[src/rtl/whitening_apply_pkg.sv]
// Shared definitions for the whitening stage.
//   state_t    : FSM state encoding (IDLE, MAC, OUT)
//   acc_width  : full-precision accumulator width for a given geometry
//   cnt_width  : width of the row/column index counters
package whitening_apply_pkg;

    typedef enum logic [1:0] {
        ST_IDLE = 2'd0,
        ST_MAC  = 2'd1,
        ST_OUT  = 2'd2
    } state_t;

    // Sum of N_CH products of X_W x V_W signed operands never overflows this width.
    function automatic int acc_width(input int x_w, input int v_w, input int n_ch);
        return x_w + v_w + $clog2(n_ch);
    endfunction

    function automatic int cnt_width(input int n_ch);
        return (n_ch < 2) ? 1 : $clog2(n_ch);
    endfunction

endpackage

[src/rtl/whitening_apply_mac.sv]
// Time-shared multiply-accumulate for the whitening stage.
//   clk, rst_n : clock, asynchronous active-low reset
//   clr        : clear the accumulator (new sample accepted)
//   en         : add coef*sample this cycle
//   last       : final product of a row; accumulator restarts at zero next cycle
//   coef       : V coefficient, signed, V_FRAC fraction bits
//   sample     : X channel value, signed integer
//   res, sat   : rounded/clamped row result including this cycle's product, clamp flag
module whitening_apply_mac
    import whitening_apply_pkg::*;
#(
    parameter int X_W    = 16,
    parameter int V_W    = 26,
    parameter int V_FRAC = 16,
    parameter int Z_W    = 26,
    parameter int ACC_W  = 44
) (
    input  logic                  clk,
    input  logic                  rst_n,
    input  logic                  clr,
    input  logic                  en,
    input  logic                  last,
    input  logic signed [V_W-1:0] coef,
    input  logic signed [X_W-1:0] sample,
    output logic signed [Z_W-1:0] res,
    output logic                  sat
);

    localparam logic signed [ACC_W:0] RND_C = {{ACC_W{1'b0}}, 1'b1} << (V_FRAC - 1);
    localparam logic signed [ACC_W:0] Z_MAX = {{(ACC_W + 2 - Z_W){1'b0}}, {(Z_W - 1){1'b1}}};
    localparam logic signed [ACC_W:0] Z_MIN = {{(ACC_W + 2 - Z_W){1'b1}}, {(Z_W - 1){1'b0}}};

    logic signed [V_W+X_W-1:0] prod;
    logic signed [ACC_W-1:0]   acc;
    logic signed [ACC_W-1:0]   acc_next;
    logic signed [ACC_W:0]     rnd;
    logic signed [ACC_W:0]     shifted;

    assign prod     = coef * sample;
    assign acc_next = acc + ACC_W'(prod);

    // One extra bit so adding the half-LSB can never wrap; arithmetic shift
    // then gives round-half-toward-+inf.
    assign rnd     = {acc_next[ACC_W-1], acc_next} + RND_C;
    assign shifted = rnd >>> V_FRAC;

    always_comb begin
        res = shifted[Z_W-1:0];
        sat = 1'b0;
        if (shifted > Z_MAX) begin
            res = Z_MAX[Z_W-1:0];
            sat = 1'b1;
        end else if (shifted < Z_MIN) begin
            res = Z_MIN[Z_W-1:0];
            sat = 1'b1;
        end
    end

    always_ff @(posedge clk or negedge rst_n) begin
        if (!rst_n) begin
            acc <= '0;
        end else if (clr) begin
            acc <= '0;
        end else if (en) begin
            acc <= last ? '0 : acc_next;
        end
    end

endmodule

[src/rtl/whitening_apply.sv]
// Whitening stage: Z = V * X for N_CH-channel samples using one shared MAC
// (one product per cycle), with a loadable V matrix and per-channel clamp flags.
//   CLK_whitening, RSTn_whitening : clock, asynchronous active-low reset
//   X_valid / X_ready / X         : input sample handshake, channel i at X[i*X_W +: X_W]
//   Z_valid / Z_ready / Z / Z_sat : output vector handshake, channel i at Z[i*Z_W +: Z_W]
//   V_wr_en/row/col/data          : coefficient write port, honoured only in IDLE
//   V_wr_err                      : one-cycle pulse when a write is dropped
//   Whitening_busy                : high in MAC and OUT
//
// state | meaning
// IDLE  | waiting for a sample, V writable
// MAC   | row-major V[r][c]*X[c] products, Z[r] written at each row end
// OUT   | Z held until Z_ready; a sample offered then starts MAC directly
module whitening_apply
    import whitening_apply_pkg::*;
#(
    parameter int N_CH   = 4,
    parameter int X_W    = 16,
    parameter int V_W    = 26,
    parameter int V_FRAC = 16,
    parameter int Z_W    = 26
) (
    input  logic                CLK_whitening,
    input  logic                RSTn_whitening,
    input  logic                X_valid,
    output logic                X_ready,
    input  logic [N_CH*X_W-1:0] X,
    output logic                Z_valid,
    input  logic                Z_ready,
    output logic [N_CH*Z_W-1:0] Z,
    output logic [N_CH-1:0]     Z_sat,
    input  logic                V_wr_en,
    input  logic [3:0]          V_wr_row,
    input  logic [3:0]          V_wr_col,
    input  logic [V_W-1:0]      V_wr_data,
    output logic                V_wr_err,
    output logic                Whitening_busy
);

    localparam int ACC_W = acc_width(X_W, V_W, N_CH);
    localparam int CNT_W = cnt_width(N_CH);
    localparam logic [CNT_W-1:0] LAST   = CNT_W'(N_CH - 1);
    localparam logic [4:0]       N_CH_5 = 5'(N_CH);
    localparam logic signed [V_W-1:0] V_ONE = {{(V_W - 1){1'b0}}, 1'b1} << V_FRAC;

    state_t                  state;
    logic [CNT_W-1:0]        row;
    logic [CNT_W-1:0]        col;
    logic signed [X_W-1:0]   x_in   [N_CH];
    logic signed [X_W-1:0]   x_reg  [N_CH];
    logic signed [V_W-1:0]   v_mem  [N_CH][N_CH];
    logic signed [Z_W-1:0]   z_reg  [N_CH];
    logic [N_CH-1:0]         z_sat_reg;
    logic                    z_valid_reg;
    logic                    busy_reg;
    logic                    wr_err_reg;

    logic                    x_accept;
    logic                    wr_ok;
    logic                    mac_en;
    logic                    row_end;
    logic signed [V_W-1:0]   mac_coef;
    logic signed [X_W-1:0]   mac_sample;
    logic signed [Z_W-1:0]   mac_res;
    logic                    mac_sat;

    for (genvar g = 0; g < N_CH; g++) begin : g_ch
        assign x_in[g]           = X[g*X_W +: X_W];
        assign Z[g*Z_W +: Z_W]   = z_reg[g];
    end

    // Combinational from Z_ready so a waiting sample can be taken in the same
    // cycle the result leaves, giving back-to-back vectors with no IDLE gap.
    assign X_ready        = (state == ST_IDLE) | ((state == ST_OUT) & Z_ready);
    assign x_accept       = X_valid & X_ready;
    assign Z_valid        = z_valid_reg;
    assign Z_sat          = z_sat_reg;
    assign V_wr_err       = wr_err_reg;
    assign Whitening_busy = busy_reg;

    assign mac_en     = (state == ST_MAC);
    assign row_end    = (col == LAST);
    assign mac_coef   = v_mem[row][col];
    assign mac_sample = x_reg[col];

    whitening_apply_mac #(
        .X_W    (X_W),
        .V_W    (V_W),
        .V_FRAC (V_FRAC),
        .Z_W    (Z_W),
        .ACC_W  (ACC_W)
    ) u_mac (
        .clk    (CLK_whitening),
        .rst_n  (RSTn_whitening),
        .clr    (x_accept),
        .en     (mac_en),
        .last   (row_end),
        .coef   (mac_coef),
        .sample (mac_sample),
        .res    (mac_res),
        .sat    (mac_sat)
    );

    always_ff @(posedge CLK_whitening or negedge RSTn_whitening) begin
        if (!RSTn_whitening) begin
            state       <= ST_IDLE;
            row         <= '0;
            col         <= '0;
            z_sat_reg   <= '0;
            z_valid_reg <= 1'b0;
            busy_reg    <= 1'b0;
            for (int i = 0; i < N_CH; i++) begin
                x_reg[i] <= '0;
                z_reg[i] <= '0;
            end
        end else begin
            case (state)
                ST_IDLE: begin
                    if (X_valid) begin
                        for (int i = 0; i < N_CH; i++) x_reg[i] <= x_in[i];
                        row      <= '0;
                        col      <= '0;
                        busy_reg <= 1'b1;
                        state    <= ST_MAC;
                    end
                end
                ST_MAC: begin
                    if (row_end) begin
                        col            <= '0;
                        z_reg[row]     <= mac_res;
                        z_sat_reg[row] <= mac_sat;
                        if (row == LAST) begin
                            row         <= '0;
                            z_valid_reg <= 1'b1;
                            state       <= ST_OUT;
                        end else begin
                            row <= row + 1'b1;
                        end
                    end else begin
                        col <= col + 1'b1;
                    end
                end
                ST_OUT: begin
                    if (Z_ready) begin
                        z_valid_reg <= 1'b0;
                        if (X_valid) begin
                            for (int i = 0; i < N_CH; i++) x_reg[i] <= x_in[i];
                            row   <= '0;
                            col   <= '0;
                            state <= ST_MAC;
                        end else begin
                            busy_reg <= 1'b0;
                            state    <= ST_IDLE;
                        end
                    end
                end
                default: begin
                    busy_reg    <= 1'b0;
                    z_valid_reg <= 1'b0;
                    state       <= ST_IDLE;
                end
            endcase
        end
    end

    // A write in the same IDLE cycle as a sample lands before the first MAC
    // read, so that sample already sees the new coefficient.
    assign wr_ok = V_wr_en && (state == ST_IDLE)
                   && ({1'b0, V_wr_row} < N_CH_5) && ({1'b0, V_wr_col} < N_CH_5);

    always_ff @(posedge CLK_whitening or negedge RSTn_whitening) begin
        if (!RSTn_whitening) begin
            wr_err_reg <= 1'b0;
            for (int i = 0; i < N_CH; i++) begin
                for (int j = 0; j < N_CH; j++) begin
                    v_mem[i][j] <= (i == j) ? V_ONE : '0;
                end
            end
        end else begin
            wr_err_reg <= V_wr_en && !wr_ok;
            if (wr_ok) begin
                v_mem[V_wr_row[CNT_W-1:0]][V_wr_col[CNT_W-1:0]] <= V_wr_data;
            end
        end
    end

endmodule
[config.mk]
export PLATFORM = sky130hd
export DESIGN_NAME = whitening_apply
export DESIGN_NICKNAME = d
export VERILOG_FILES = /design/src/rtl/whitening_apply_pkg.sv /design/src/rtl/whitening_apply_mac.sv /design/src/rtl/whitening_apply.sv
export SDC_FILE = /design/constraint.sdc
export NUM_CORES = 2
export LEC_CHECK = 0
export CAP_MARGIN = 20
export CORE_MARGIN = 2
export CORE_UTILIZATION = 62
export DETAILED_ROUTE_END_ITERATION = 16
export GPL_TIMING_DRIVEN = 0
export PLACE_DENSITY = 0.93
export SYNTH_ARGS = -nofsm -noshare
export SYNTH_HDL_FRONTEND = slang
export SYNTH_SLANG_ARGS = --single-unit
[constraint.sdc]
create_clock -name CLK_whitening -period 14.8 [get_ports CLK_whitening]
set_input_delay 4.44 -clock CLK_whitening [delete_from_list [all_inputs] [get_ports CLK_whitening]]
set_output_delay 4.44 -clock CLK_whitening [all_outputs]
set_load 0.02 [all_outputs]
==> flow_summary_export.csv <==
group,metric,value,unit
placement,numPortBuffers,212,
sta,hold_ws,0.4960,ns
synth,syn-instance-count,3782,
route,drtIter0Drc,4492,
run,drv_cap,0,
sta,fin_worst_skew,0.04988,ns
route,antenna_left,0,
clocking,holdBufCountCts,0,
sta,tightestPinTransition,1.262,ns
sta,max_freq,72.12,MHz
placement,dpl.hpwl,101.2,mm
synth,synth-edff-count,0,
route,wire_per_inst,28.27,um
setup_path,cp.required,15.35,ns
floorplan,die_h,272.6,um
clocking,cts_root_buffer,"clkbuf_16",
global_routing,use_met1,44.77,%
synth,syn-cell-area,44730,um^2
setup_path,cpPeakStageDelay,0.88,ns
synth,synth_area_leaders,"dfrtp_1 (36%), fa_1 (20%), mux2_2 (12%), mux4_2 (6.7%), inv_1 (4.0%)",
final_layout,area_delta_synth_final,13.36,%
setup_path,worstSetupPathType,"reg -> reg",
synth,syn_avg_cell_area,11.83,um^2
final_layout,multi_input_area,26120,um^2
synth,synth_seq_cells,641,
sta,post-route-period-util,93.69,%
synth,ys.flop_type,"dfrtp_1",
sta,finalHoldViolCount,0,
synth,ys_seq_area_share,35.87,%
synth,synth.net_count,4468,
global_routing,busiest_layer,"met2",
synth,synthDistinctLibCells,75,
global_routing,grt_pass1_wl,217.3,mm
global_routing,antenna_found_initial,8,
global_routing,overflow,0,
final_layout,fin_nets,4772,
clocking,cts.sink_count,641,
route,drtPass1Iterations,10,
setup_path,crit_path_max_fanout,10,
clocking,cts_resized,0,
global_routing,grt_pass1_vias,36804,
synth,ys_top_cells_by_count,"dfrtp_1 (637), mux2_2 (493), inv_1 (472)",
synth,yosys_warnings,0,
synth,async_reset_ff_share,100.0,%
global_routing,grt_max_degree,131,
sta,drv_slew,0,
global_routing,use_met2,60.93,%
global_routing,grtUsageMet3,13.41,%
final_layout,fillers,4301,
setup_path,worst_path_max_delay_cell,"o31ai_2",
placement,gp_congestion,1.016,
route,routed_wl,144.0,mm
synth,synth_top_area_share,35.64,%
route,vias,34033,
synth,post-synth-top-area-cell,"dfrtp_1",
floorplan,die_w,272.6,um
setup_path,arrival,14.42,ns
clocking,post_cts_buffers,0,
synth,synth_most_common_cell,"dfrtp_1",
clocking,cts_tree,"done",
floorplan,initial_utilization,62.57,%
clocking,clockBufferDepth,3,
clocking,clk_pin_slew_worst_paths,0.06,ns
clocking,clkLatencyLatePin,0.66,ns
floorplan,rows,98,
clocking,htree_levels,3,
setup_path,cp-end-kind,"register",
route,drc,0,
sta,period_minus_slack,13.87,ns
status,status,"completed",
sta,grt_setup_unrepaired,"false",
floorplan,core,71490,um^2
sta,setup_viol,0,
global_routing,grt_usage,39.11,%
hold_path,hold_class,"reg -> reg",
floorplan,dieArea,74310,um^2
route,viasPerCell,6.681,
setup_path,worst_path_most_repeated_cell,"fa_1",
final_layout,drive_gt1_share,19.14,%
clocking,numCtsBuffers,67,
final_layout,seqCellArea,16050,um^2
floorplan,ios,215,
sta,relSlewSlack,15.85,%
final_layout,largest_reg_flops,416,
setup_path,cp-start-kind,"register",
sta,finalSetupTns,0,ns
layout by cell type, fill, tap and decap left out, drive strengths merged, types with 12 or more instances in the layout:
| cell type | instances |
|---|---|
| clkdlybuf4s50 | 211 |
| or3 | 13 |
| clkinv | 16 |
| o21ai | 80 |
| o21a | 17 |
| mux2 | 493 |
| nor3 | 29 |
| nand3 | 16 |
| nor2 | 249 |
| xnor2 | 34 |
| inv | 474 |
| nor2b | 43 |
| ha | 127 |
| fa | 456 |
| a211oi | 24 |
| buf | 53 |
| nand2b | 12 |
| mux2i | 19 |
| a21o | 22 |
| clkbuf | 281 |
| a21oi | 101 |
| xor2 | 21 |
| dfrtp | 637 |
| and2 | 51 |
| o211ai | 13 |
| a221o | 33 |
| a22o | 19 |
| mux4 | 133 |
| nand2 | 330 |
logic make-up (layout without fill, tap and decap cells):
family,count (synthesis),in the layout,synth area share [%]
XOR/XNOR,55,55,1.077
AO/OA/AOI/OAI,375,375,5.729
adder cells (fa/ha/maj),583,583,23.96
flip-flops,641,641,35.87
AND/OR/NAND/NOR,799,799,8.059
buffers and inverters,684,1041,5.773
multiplexers,645,645,19.53
other,0,5,0
final timing paths:
path	start	endpoint	slack, ns	cells past startpoint
max reg2reg	row[0]	Z[33]	0.93	33
max in group asynchronous	RSTn_whitening	v_mem[169]	8.90	4
min reg2reg	Z[77]	Z[77]	0.50	2
min	Z[77]	Z[77]	0.50	2
max	row[0]	Z[33]	0.93	33
min in group asynchronous	RSTn_whitening	Z[63]	3.79	1
per-stage QoR:
stage                     util [%]  setup slack (ns)  cell area [um^2]  instances
final                        70.94            0.9338             50710       5094
after global routing         70.93            0.6873             50700       5092
after CTS                    70.77             1.091             50590       5081
after detailed placement     67.60             1.238             48320       4959
after global placement       67.21            -18.72             48040       4944
after floorplan                  -             4.288             44730       3782
per-layer routing:
metal,share of wire (%),vias to the layer above,wire length [um]
met5,0.092,-,132
met4,8.9,8,12810
met3,13,952,18220
met2,46,2715,66750
met1,32,17127,46110
li1,-,13231,-
area by class of cell:
class / instances / share of cell area (%)
Timing Repair Buffer: 235 / 4.920
Clock inverter: 24 / 0.7525
Multi-Input combinational cell: 2457 / 51.51
Buffer: 212 / 1.601
Clock buffer: 98 / 3.713
Antenna cell: 5 / 0.02467
Tap cell: 950 / 2.344
Inverter: 472 / 3.494
Sequential cell: 641 / 31.64
critical path: cells and delay by family, from the launching register on:
family	cells	cell delay, ns
compound gates	8	4.44
fa+ha+maj	7	3.22
buf+inv	11	3.25
flops	1	0.47
mux	2	0.87
simple gates	5	1.50
Power is not shown: default switching activity piles up to over one toggle a cycle in this logic, so the estimate is an artifact.
